$ cat config.mk
export PLATFORM = sky130hd
export DESIGN_NAME = cp0_param
export DESIGN_NICKNAME = d
export VERILOG_FILES = /design/src/rtl/cp0_param.sv
export SDC_FILE = /design/constraint.sdc
export NUM_CORES = 1
export LEC_CHECK = 0
export BUFFER_PORTS_ARGS = -buffer_cell sky130_fd_sc_hd__buf_2
export CORE_UTILIZATION = 56
export DETAILED_ROUTE_END_ITERATION = 8
export PLACE_DENSITY_LB_ADDON = 0.12
export SYNTH_ARGS = -nofsm -noshare
export SYNTH_HDL_FRONTEND = slang
export SYNTH_SLANG_ARGS = --single-unit
$ cat constraint.sdc
create_clock -name clk -period 5.4 [get_ports clk]
set_clock_uncertainty 0.15 [all_clocks]
set_input_delay 1.08 -clock clk [delete_from_list [all_inputs] [get_ports clk]]
set_output_delay 1.08 -clock clk [all_outputs]
set_load 0.02 [all_outputs]
$ cat src/rtl/cp0_param.sv
// cp0_param: parametrised MIPS-style coprocessor 0.
// Holds BadVAddr, Count, Compare, Status, Cause and EPC. It serves MTC0 writes
// and combinational MFC0 reads, records committed exceptions and ERETs, runs
// the Count/Compare timer and drives the interrupt request and exception vector.
//
// Parameters
//   N_EXT_INT   : external interrupt lines (1..6), ext_int[i] -> Cause.IP[2+i]
//   TIMER_DIV   : Count increments once every TIMER_DIV clocks (>=1)
//   SYNC_STAGES : synchroniser flops ahead of the IP register (0..3)
//
// Ports
//   clk, resetn            : clock, asynchronous active-low reset
//   ext_int                : level external interrupts
//   wen, addr, wdata       : MTC0 strobe, {rd,sel} address, write data
//   rdata                  : MFC0 read data (combinational on addr, 0 if unmapped)
//   exc_valid, exc_excode, exc_bd, exc_epc, exc_badvaddr, exc_eret
//                          : committed exception / ERET event and its details
//   int_req, int_idx       : interrupt request and highest pending IP index
//   exc_vector             : exception entry address (selected by Status.BEV)
//   status, cause, epc     : live register values
module cp0_param #(
    parameter int N_EXT_INT   = 6,
    parameter int TIMER_DIV   = 2,
    parameter int SYNC_STAGES = 2
) (
    input  logic                 clk,
    input  logic                 resetn,
    input  logic [N_EXT_INT-1:0] ext_int,
    input  logic                 wen,
    input  logic [7:0]           addr,
    input  logic [31:0]          wdata,
    output logic [31:0]          rdata,
    input  logic                 exc_valid,
    input  logic [4:0]           exc_excode,
    input  logic                 exc_bd,
    input  logic [31:0]          exc_epc,
    input  logic [31:0]          exc_badvaddr,
    input  logic                 exc_eret,
    output logic                 int_req,
    output logic [2:0]           int_idx,
    output logic [31:0]          exc_vector,
    output logic [31:0]          status,
    output logic [31:0]          cause,
    output logic [31:0]          epc
);

    localparam logic [7:0] ADDR_BADVADDR = 8'h40;
    localparam logic [7:0] ADDR_COUNT    = 8'h48;
    localparam logic [7:0] ADDR_COMPARE  = 8'h58;
    localparam logic [7:0] ADDR_STATUS   = 8'h60;
    localparam logic [7:0] ADDR_CAUSE    = 8'h68;
    localparam logic [7:0] ADDR_EPC      = 8'h70;

    localparam int PW = (TIMER_DIV > 1) ? $clog2(TIMER_DIV) : 1;
    localparam logic [PW-1:0] PRESC_MAX = PW'(TIMER_DIV - 1);

    // ------------------------------------------------------------------
    // External interrupt synchroniser
    // ------------------------------------------------------------------
    logic [N_EXT_INT-1:0] ext_sync;

    generate
        if (SYNC_STAGES == 0) begin : g_nosync
            // The IP register itself provides the single registration stage.
            assign ext_sync = ext_int;
        end else begin : g_sync
            logic [N_EXT_INT-1:0] sync_q [SYNC_STAGES];
            logic [N_EXT_INT-1:0] sync_d [SYNC_STAGES];

            always_comb begin
                sync_d[0] = ext_int;
                for (int i = 1; i < SYNC_STAGES; i++) begin
                    sync_d[i] = sync_q[i-1];
                end
            end

            always_ff @(posedge clk or negedge resetn) begin
                if (!resetn) begin
                    for (int i = 0; i < SYNC_STAGES; i++) begin
                        sync_q[i] <= '0;
                    end
                end else begin
                    for (int i = 0; i < SYNC_STAGES; i++) begin
                        sync_q[i] <= sync_d[i];
                    end
                end
            end

            assign ext_sync = sync_q[SYNC_STAGES-1];
        end
    endgenerate

    // ------------------------------------------------------------------
    // Register state
    // ------------------------------------------------------------------
    logic [31:0]   badvaddr_q, badvaddr_d;
    logic [31:0]   count_q, count_d;
    logic [31:0]   compare_q, compare_d;
    logic [PW-1:0] presc_q, presc_d;
    logic          ti_q, ti_d;
    logic          bev_q, bev_d;
    logic [7:0]    im_q, im_d;
    logic          exl_q, exl_d;
    logic          ie_q, ie_d;
    logic [1:0]    ip_sw_q, ip_sw_d;
    logic [5:0]    ip_hw_q, ip_hw_d;    // Cause.IP[7:2]
    logic          bd_q, bd_d;
    logic [4:0]    excode_q, excode_d;
    logic [31:0]   epc_q, epc_d;

    logic          is_exc, is_eret;
    logic          wr_count, wr_compare, wr_status, wr_cause, wr_epc;
    logic [5:0]    ext_pad;

    always_comb begin
        badvaddr_d = badvaddr_q;
        count_d    = count_q;
        compare_d  = compare_q;
        presc_d    = presc_q;
        ti_d       = ti_q;
        bev_d      = bev_q;
        im_d       = im_q;
        exl_d      = exl_q;
        ie_d       = ie_q;
        ip_sw_d    = ip_sw_q;
        bd_d       = bd_q;
        excode_d   = excode_q;
        epc_d      = epc_q;

        is_exc     = exc_valid & ~exc_eret;
        is_eret    = exc_valid & exc_eret;
        wr_count   = wen && (addr == ADDR_COUNT);
        wr_compare = wen && (addr == ADDR_COMPARE);
        wr_status  = wen && (addr == ADDR_STATUS);
        wr_cause   = wen && (addr == ADDR_CAUSE);
        wr_epc     = wen && (addr == ADDR_EPC);

        // Timer: a Count write restarts the prescaler and beats the increment.
        if (wr_count) begin
            presc_d = '0;
            count_d = wdata;
        end else if (presc_q == PRESC_MAX) begin
            presc_d = '0;
            count_d = count_q + 32'd1;
        end else begin
            presc_d = presc_q + PW'(1);
        end

        if (wr_compare) begin
            compare_d = wdata;
        end

        // TI is sticky; a Compare write clears it even on a match cycle.
        if (wr_compare) begin
            ti_d = 1'b0;
        end else if (count_q == compare_q) begin
            ti_d = 1'b1;
        end

        // Hardware IP bits; TI lands in IP[7] one clock after TI itself.
        ext_pad = '0;
        ext_pad[N_EXT_INT-1:0] = ext_sync;
        ip_hw_d = ext_pad | {ti_q, 5'b0};

        if (wr_status) begin
            bev_d = wdata[22];
            im_d  = wdata[15:8];
            exl_d = wdata[1];
            ie_d  = wdata[0];
        end
        if (wr_cause) begin
            ip_sw_d = wdata[9:8];
        end
        // An exception/ERET in the same cycle owns EPC, so the MTC0 is dropped.
        if (wr_epc && !exc_valid) begin
            epc_d = wdata;
        end

        // Exception events override MTC0 for EXL and the exception record.
        if (is_exc) begin
            exl_d = 1'b1;
            if (!exl_q) begin
                epc_d    = exc_epc;
                bd_d     = exc_bd;
                excode_d = exc_excode;
            end
            if (exc_excode == 5'd4 || exc_excode == 5'd5) begin
                badvaddr_d = exc_badvaddr;
            end
        end else if (is_eret) begin
            exl_d = 1'b0;
        end
    end

    always_ff @(posedge clk or negedge resetn) begin
        if (!resetn) begin
            badvaddr_q <= '0;
            count_q    <= '0;
            compare_q  <= '0;
            presc_q    <= '0;
            ti_q       <= 1'b0;
            bev_q      <= 1'b1;
            im_q       <= '0;
            exl_q      <= 1'b0;
            ie_q       <= 1'b0;
            ip_sw_q    <= '0;
            ip_hw_q    <= '0;
            bd_q       <= 1'b0;
            excode_q   <= '0;
            epc_q      <= '0;
        end else begin
            badvaddr_q <= badvaddr_d;
            count_q    <= count_d;
            compare_q  <= compare_d;
            presc_q    <= presc_d;
            ti_q       <= ti_d;
            bev_q      <= bev_d;
            im_q       <= im_d;
            exl_q      <= exl_d;
            ie_q       <= ie_d;
            ip_sw_q    <= ip_sw_d;
            ip_hw_q    <= ip_hw_d;
            bd_q       <= bd_d;
            excode_q   <= excode_d;
            epc_q      <= epc_d;
        end
    end

    // ------------------------------------------------------------------
    // Outputs
    // ------------------------------------------------------------------
    logic [7:0] ip_all;
    logic [7:0] pend;

    always_comb begin
        ip_all = {ip_hw_q, ip_sw_q};
        pend   = ip_all & im_q;

        status = {9'b0, bev_q, 6'b0, im_q, 6'b0, exl_q, ie_q};
        cause  = {bd_q, ti_q, 14'b0, ip_all, 1'b0, excode_q, 2'b0};
        epc    = epc_q;

        exc_vector = bev_q ? 32'hBFC0_0380 : 32'h8000_0180;
        int_req    = (|pend) & ie_q & ~exl_q;

        // Ascending scan so the highest pending bit is the last one kept.
        int_idx = 3'd0;
        for (int i = 0; i < 8; i++) begin
            if (pend[i]) begin
                int_idx = 3'(i);
            end
        end
        if (!int_req) begin
            int_idx = 3'd0;
        end

        case (addr)
            ADDR_BADVADDR: rdata = badvaddr_q;
            ADDR_COUNT:    rdata = count_q;
            ADDR_COMPARE:  rdata = compare_q;
            ADDR_STATUS:   rdata = status;
            ADDR_CAUSE:    rdata = cause;
            ADDR_EPC:      rdata = epc_q;
            default:       rdata = 32'h0;
        endcase
    end

endmodule

== Word level (Yosys, flattened, before mapping) ==
Index checks and enable logic that the tools add are counted.

* Output and inout bits: 164
* Word-level logic and storage cells: 71
* Bits in writable memories: 0
* ROM bits: 0
* Bits in registers: 167
* Input port bits: 121
* Memories: 0
* Latch bits: 0

* Reductions and logical operators: 14
* Mux-type cells: 22
* Equal/unequal tests: 9
* $add $sub $neg: 2
* Multiply operators: 0
* Bitwise operators: 8
* Magnitude comparators: 0
* Div/mod/pow operators: 0
* Shift operators: 0

{| class="wikitable"
|+ Operators by type and width
! cell !! count
|-
| $pmux W32 S6 || 1
|-
| $mux W32 || 5
|-
| $eq A8 B7 Y1 const B || 6
|-
| $add A32 B1 Y32 const B || 1
|-
| $eq A32 B32 Y1 || 1
|-
| $mux W30 || 1
|-
| $mux W3 || 7
|-
| $eq A5 B3 Y1 const B || 2
|-
| $and A8 B8 Y8 || 1
|-
| $mux W1 || 8
|-
| $reduce_or A8 Y1 || 1
|-
| $logic_and A1 B1 Y1 || 6
|-
| $or A6 B6 Y6 || 1
|-
| $and A1 B1 Y1 || 4
|-
| $reduce_and A2 Y1 || 2
|-
| $reduce_bool A2 Y1 || 2
|-
| $reduce_bool A3 Y1 || 1
|-
| $not A1 Y1 || 2
|-
| $add A1 B1 Y1 const B || 1
|-
| $logic_not A1 Y1 || 1
|-
| $logic_or A1 B1 Y1 || 1
|}

== Depth between registers and ports, before layout ==
* Depth after elaboration: 9
* Mapped depth: 7

== Worst setup path after synthesis ==
Ideal clock, no wire load.

* Kind: input -> output
* From: in addr[7]
* To: out rdata[2]
* Setup slack: 1.597 ns
* Data arrival time: 2.573 ns
* Data required time: 4.170 ns
* Stages: 5
* Cells stage by stage: nand2b_4 nor3b_2 clkbuf_1 nand2_1 a311oi_1

* Word-level cells in the longest chain between the ends: 2
* Elaborated cells between the ends (all ways): 7
* Classes of those cells: eq/ne: 6; mux: 1

{| class="wikitable"
|+ RTL lines
! element !! line !! RTL
|-
| start, declared || 30 || <nowiki>input logic [7:0] addr,</nowiki>
|-
| $eq A8 B7 Y1 || 257 || <nowiki>case (addr)</nowiki>
|-
| $pmux W32 S6 * || 257 ||
|-
| end, declared || 32 || <nowiki>output logic [31:0] rdata,</nowiki>
|}

Every way passes the cells marked *; elsewhere a longest branch is shown, timed or not.

== Worst setup path after layout ==
* From: in addr[7]
* To: out rdata[20]

The elaborated chain is that of the path after synthesis.

==> impl_results.md <==
* Outcome: completed
* Tmin final at 4.343 ns
* Least-Margin Pin Slew at roughly 1.2 ns
* Max-cap violations at 0
* Via-per-instance ratio at 5.616
* H-tree levels at 4
* First-pass GRT wire length at 37470 um
* Synthesized area per cell at 10.76 um^2
* CP Data Arrival Time at 3.11 ns
* Starting density of the core at 0.5742
* Critical Setup Path Class: in -> out
* Yosys warning total at 0
* Synth cell count leaders: 166 x dfrtp_1, 89 x nand2_1, 80 x buf_4
* Crit start category: primary input
* RSZ-0062 raised after global routing: no
* Die Y at 129.9 um
* Yosys top cell by area: dfrtp_1
* Post-synthesis sequential area ratio at 0.4566
* Critical path endpoint category: output pin
* Setup-failing EPs final at 0
* Flops & latches, synth at 167
* # fillers at approximately 1300
* CP bufs+invs at 3
* Share of cells above drive strength 1 at 0.3422
* Largest net degree at the start of global routing at 88
* GRT overflow at 0
* Io pins at ~290
* Max frequency at 230.3 MHz
* Clk sinks at 167
* Critical path depth at 8
* Crit Path Max Fanout at 17
* Lkg Pwr at 5.140 nW
* Cell Chain, Critical Path: buf_2 > nand2b_4 > nor3b_2 > buf_4 > and2_1 > a22oi_1 > o21ai_0 > buf_2
* Root buffer cell: clkbuf_16
* EDFF count, synth at 0
* Max-Slew Margin vs Limit at 0.2301
* Port bufs at 223
* Drt total wl at 24320 um
* Pwr per Cell Area at 321.6 mW/mm^2
* Core area at 0.01594 mm^2
* Synth Cell Area at 0.009155 mm^2
* Clock transition at path regs at around 0.070 ns
* Initial DRC count at 417
* Crit path max-delay family: simple AND/OR/NAND/NOR gates
* Final Slew Violations at 0
* Largest cells by area after synthesis: dfrtp_1 45%, mux2_2 8.7%, buf_4 6.6%
* Pre-CTS setup slack at 1.115 ns
* CP required at between 4 and 5 ns
* Number of global-route vias before repair at 6701
* Total Power at 3.427 mW
* Vias at 7132
* R2r worst-path depth at 5
* Synth unique cells at 53
* CP dominant cell by count: buf_2
* Post-route clock period utilization at 0.8042
* Final count of hold timing violations at 0
* Die X at between 100 and 150 um
* Final net count at 1161
* CP max stage cell: and2_1
* WL/cell at 19.15 um
* Clock Path Buffers at 2
* Hpwl dp at between 15000 and 20000 um
* Worst Hold Depth at 0
* Post-DRT Antenna Nets at 0
* Synth Flop Type: dfrtp_1
* CTS tree: built
* Slowest stage delay, CP at about 0.7 ns
* Gpl congestion at 0.8397
* Die footprint at 0.01686 mm^2
* Worst Hold Class: reg -> reg
* Initial antenna violation count at 1
* Mapped Cells at 851
* Most common cell in the netlist: dfrtp_1
* DRC errors left at 0
* Share of the synthesized area in the top cell type at 0.4537
* Global router's overall resource usage at 0.2991
* DRT Pass-1 Iters at 5
* PostCTS Resize Cnt at 0
* Worst-Skew Late Latency at about 0.43 ns
* Hold buffer count at cts at 0
* TNS Setup at 0 ns
* Peak VDD IR at 0.2319 mV
* Area Overhead vs Synth at 16.39%
* Std cell rows at 46
* Setup WS post-layout at 1.057 ns
* Cts bufs inserted at 17
* Post-synth ARST share at 1.000
* Setup bufs post-CTS at 0
## cells by family (layout without fill, tap and decap cells)
kind of cell               count (synthesis)  count (layout)  synth area share
AOI/OAI and AO/OA                        175             175            0.1252
other                                      2              63         0.0008203
adders and majority gates                  1               1          0.001366
DFF                                      167             167            0.4566
xor gates and xnor gates                  60              60           0.05740
buffers and inverters                    133             275           0.09498
muxes                                    133             133            0.1569
and+or+nand+nor                          180             180            0.1067
## cell type report
type / instances / area (um^2) / area share
Multi-Input combinational cell: 610 / 4342 / 0.4075
Sequential cell: 167 / 4180 / 0.3923
Timing Repair Buffer: 239 / 1242 / 0.1166
Clock buffer: 18 / 439.2 / 0.04122
Tap cell: 216 / 270.3 / 0.02536
Clock inverter: 14 / 161.4 / 0.01515
Inverter: 4 / 15.01 / 0.001409
Antenna cell: 2 / 5.005 / 0.0004697
## per-stage QoR
| step | hold slack [ns] | cells | util | area, um^2 |
|---|---|---|---|---|
| after detailed placement | 0.1847 | 1236 | 0.6304 | 10050 |
| after floorplan | 0.1812 | 910 | - | 9376 |
| after global routing | 0.2079 | 1269 | 0.6682 | 10650 |
| final | 0.1994 | 1270 | 0.6683 | 10660 |
| after CTS | 0.2007 | 1268 | 0.6680 | 10650 |
| after global placement | 0.1813 | 1236 | 0.6304 | 10050 |
## registers in the layout, summed over array words and instances (netlist names)
register,cells
badvaddr_q,32
bd_q,1
bev_q,1
compare_q,32
count_q,32
epc,32
excode_q,5
exl_q,1
ext_pad,6
g_sync.sync_d,6
ie_q,1
im_q,8
ip_hw_q,6
ip_sw_q,2
presc_q,1
ti_q,1
## path summary, 6_finish.rpt
check,startpoint,to,slack (ns)
worst min register to register,g_sync.sync_d[1],ext_pad[1],0.20
worst max register to register,count_q[3],count_q[31],3.10
min in group asynchronous,resetn,ext_pad[3],0.55
worst min-delay path,g_sync.sync_d[1],ext_pad[1],0.20
worst max-delay path,addr[7],rdata[20],1.06
max in group asynchronous,resetn,compare_q[23],3.48
## layer usage
metal | up-vias | track usage | wire length [um]
met1 | 3507 | 0.4087 | 10790
met4 | 0 | 0.1040 | 431
met2 | 292 | 0.4785 | 11710
li1 | 3301 | - | -
met5 | - | 0 | 0
met3 | 32 | 0.05822 | 1380
## cell usage in the layout, fill, tap and decap left out, types with 3 or more instances in the layout
cell type,n
inv_1,4
o21ai_1,8
and4_1,6
clkinvlp_4,3
and3_1,4
nand4_1,15
a221oi_1,8
nand2_1,89
mux2i_1,49
a22o_1,15
xnor2_1,53
a21o_1,3
a32oi_1,4
xor2_1,7
a21oi_1,14
mux2_1,13
nand2b_1,4
nor4_2,3
nor2_1,18
conb_1,61
inv_6,5
o21ai_0,57
nand3_1,7
nor3_1,9
clkinv_4,4
clkbuf_16,17
mux2_2,71
o22ai_1,13
dfrtp_1,166
a311oi_1,7
a22oi_1,27
a31oi_1,5
buf_2,222
buf_4,16
and2_1,4
a211oi_1,12
## power by group
| group | internal, mW | switching [mW] | total [mW] | leakage [nW] |
|---|---|---|---|---|
| registers | 1.41 | 0.170 | 1.58 | 2.13 |
| clock network | 0.703 | 0.527 | 1.23 | 0.285 |
| logic | 0.259 | 0.354 | 0.612 | 2.72 |
| total | 2.38 | 1.05 | 3.43 | 5.14 |
(Power assumes the default switching activity.)
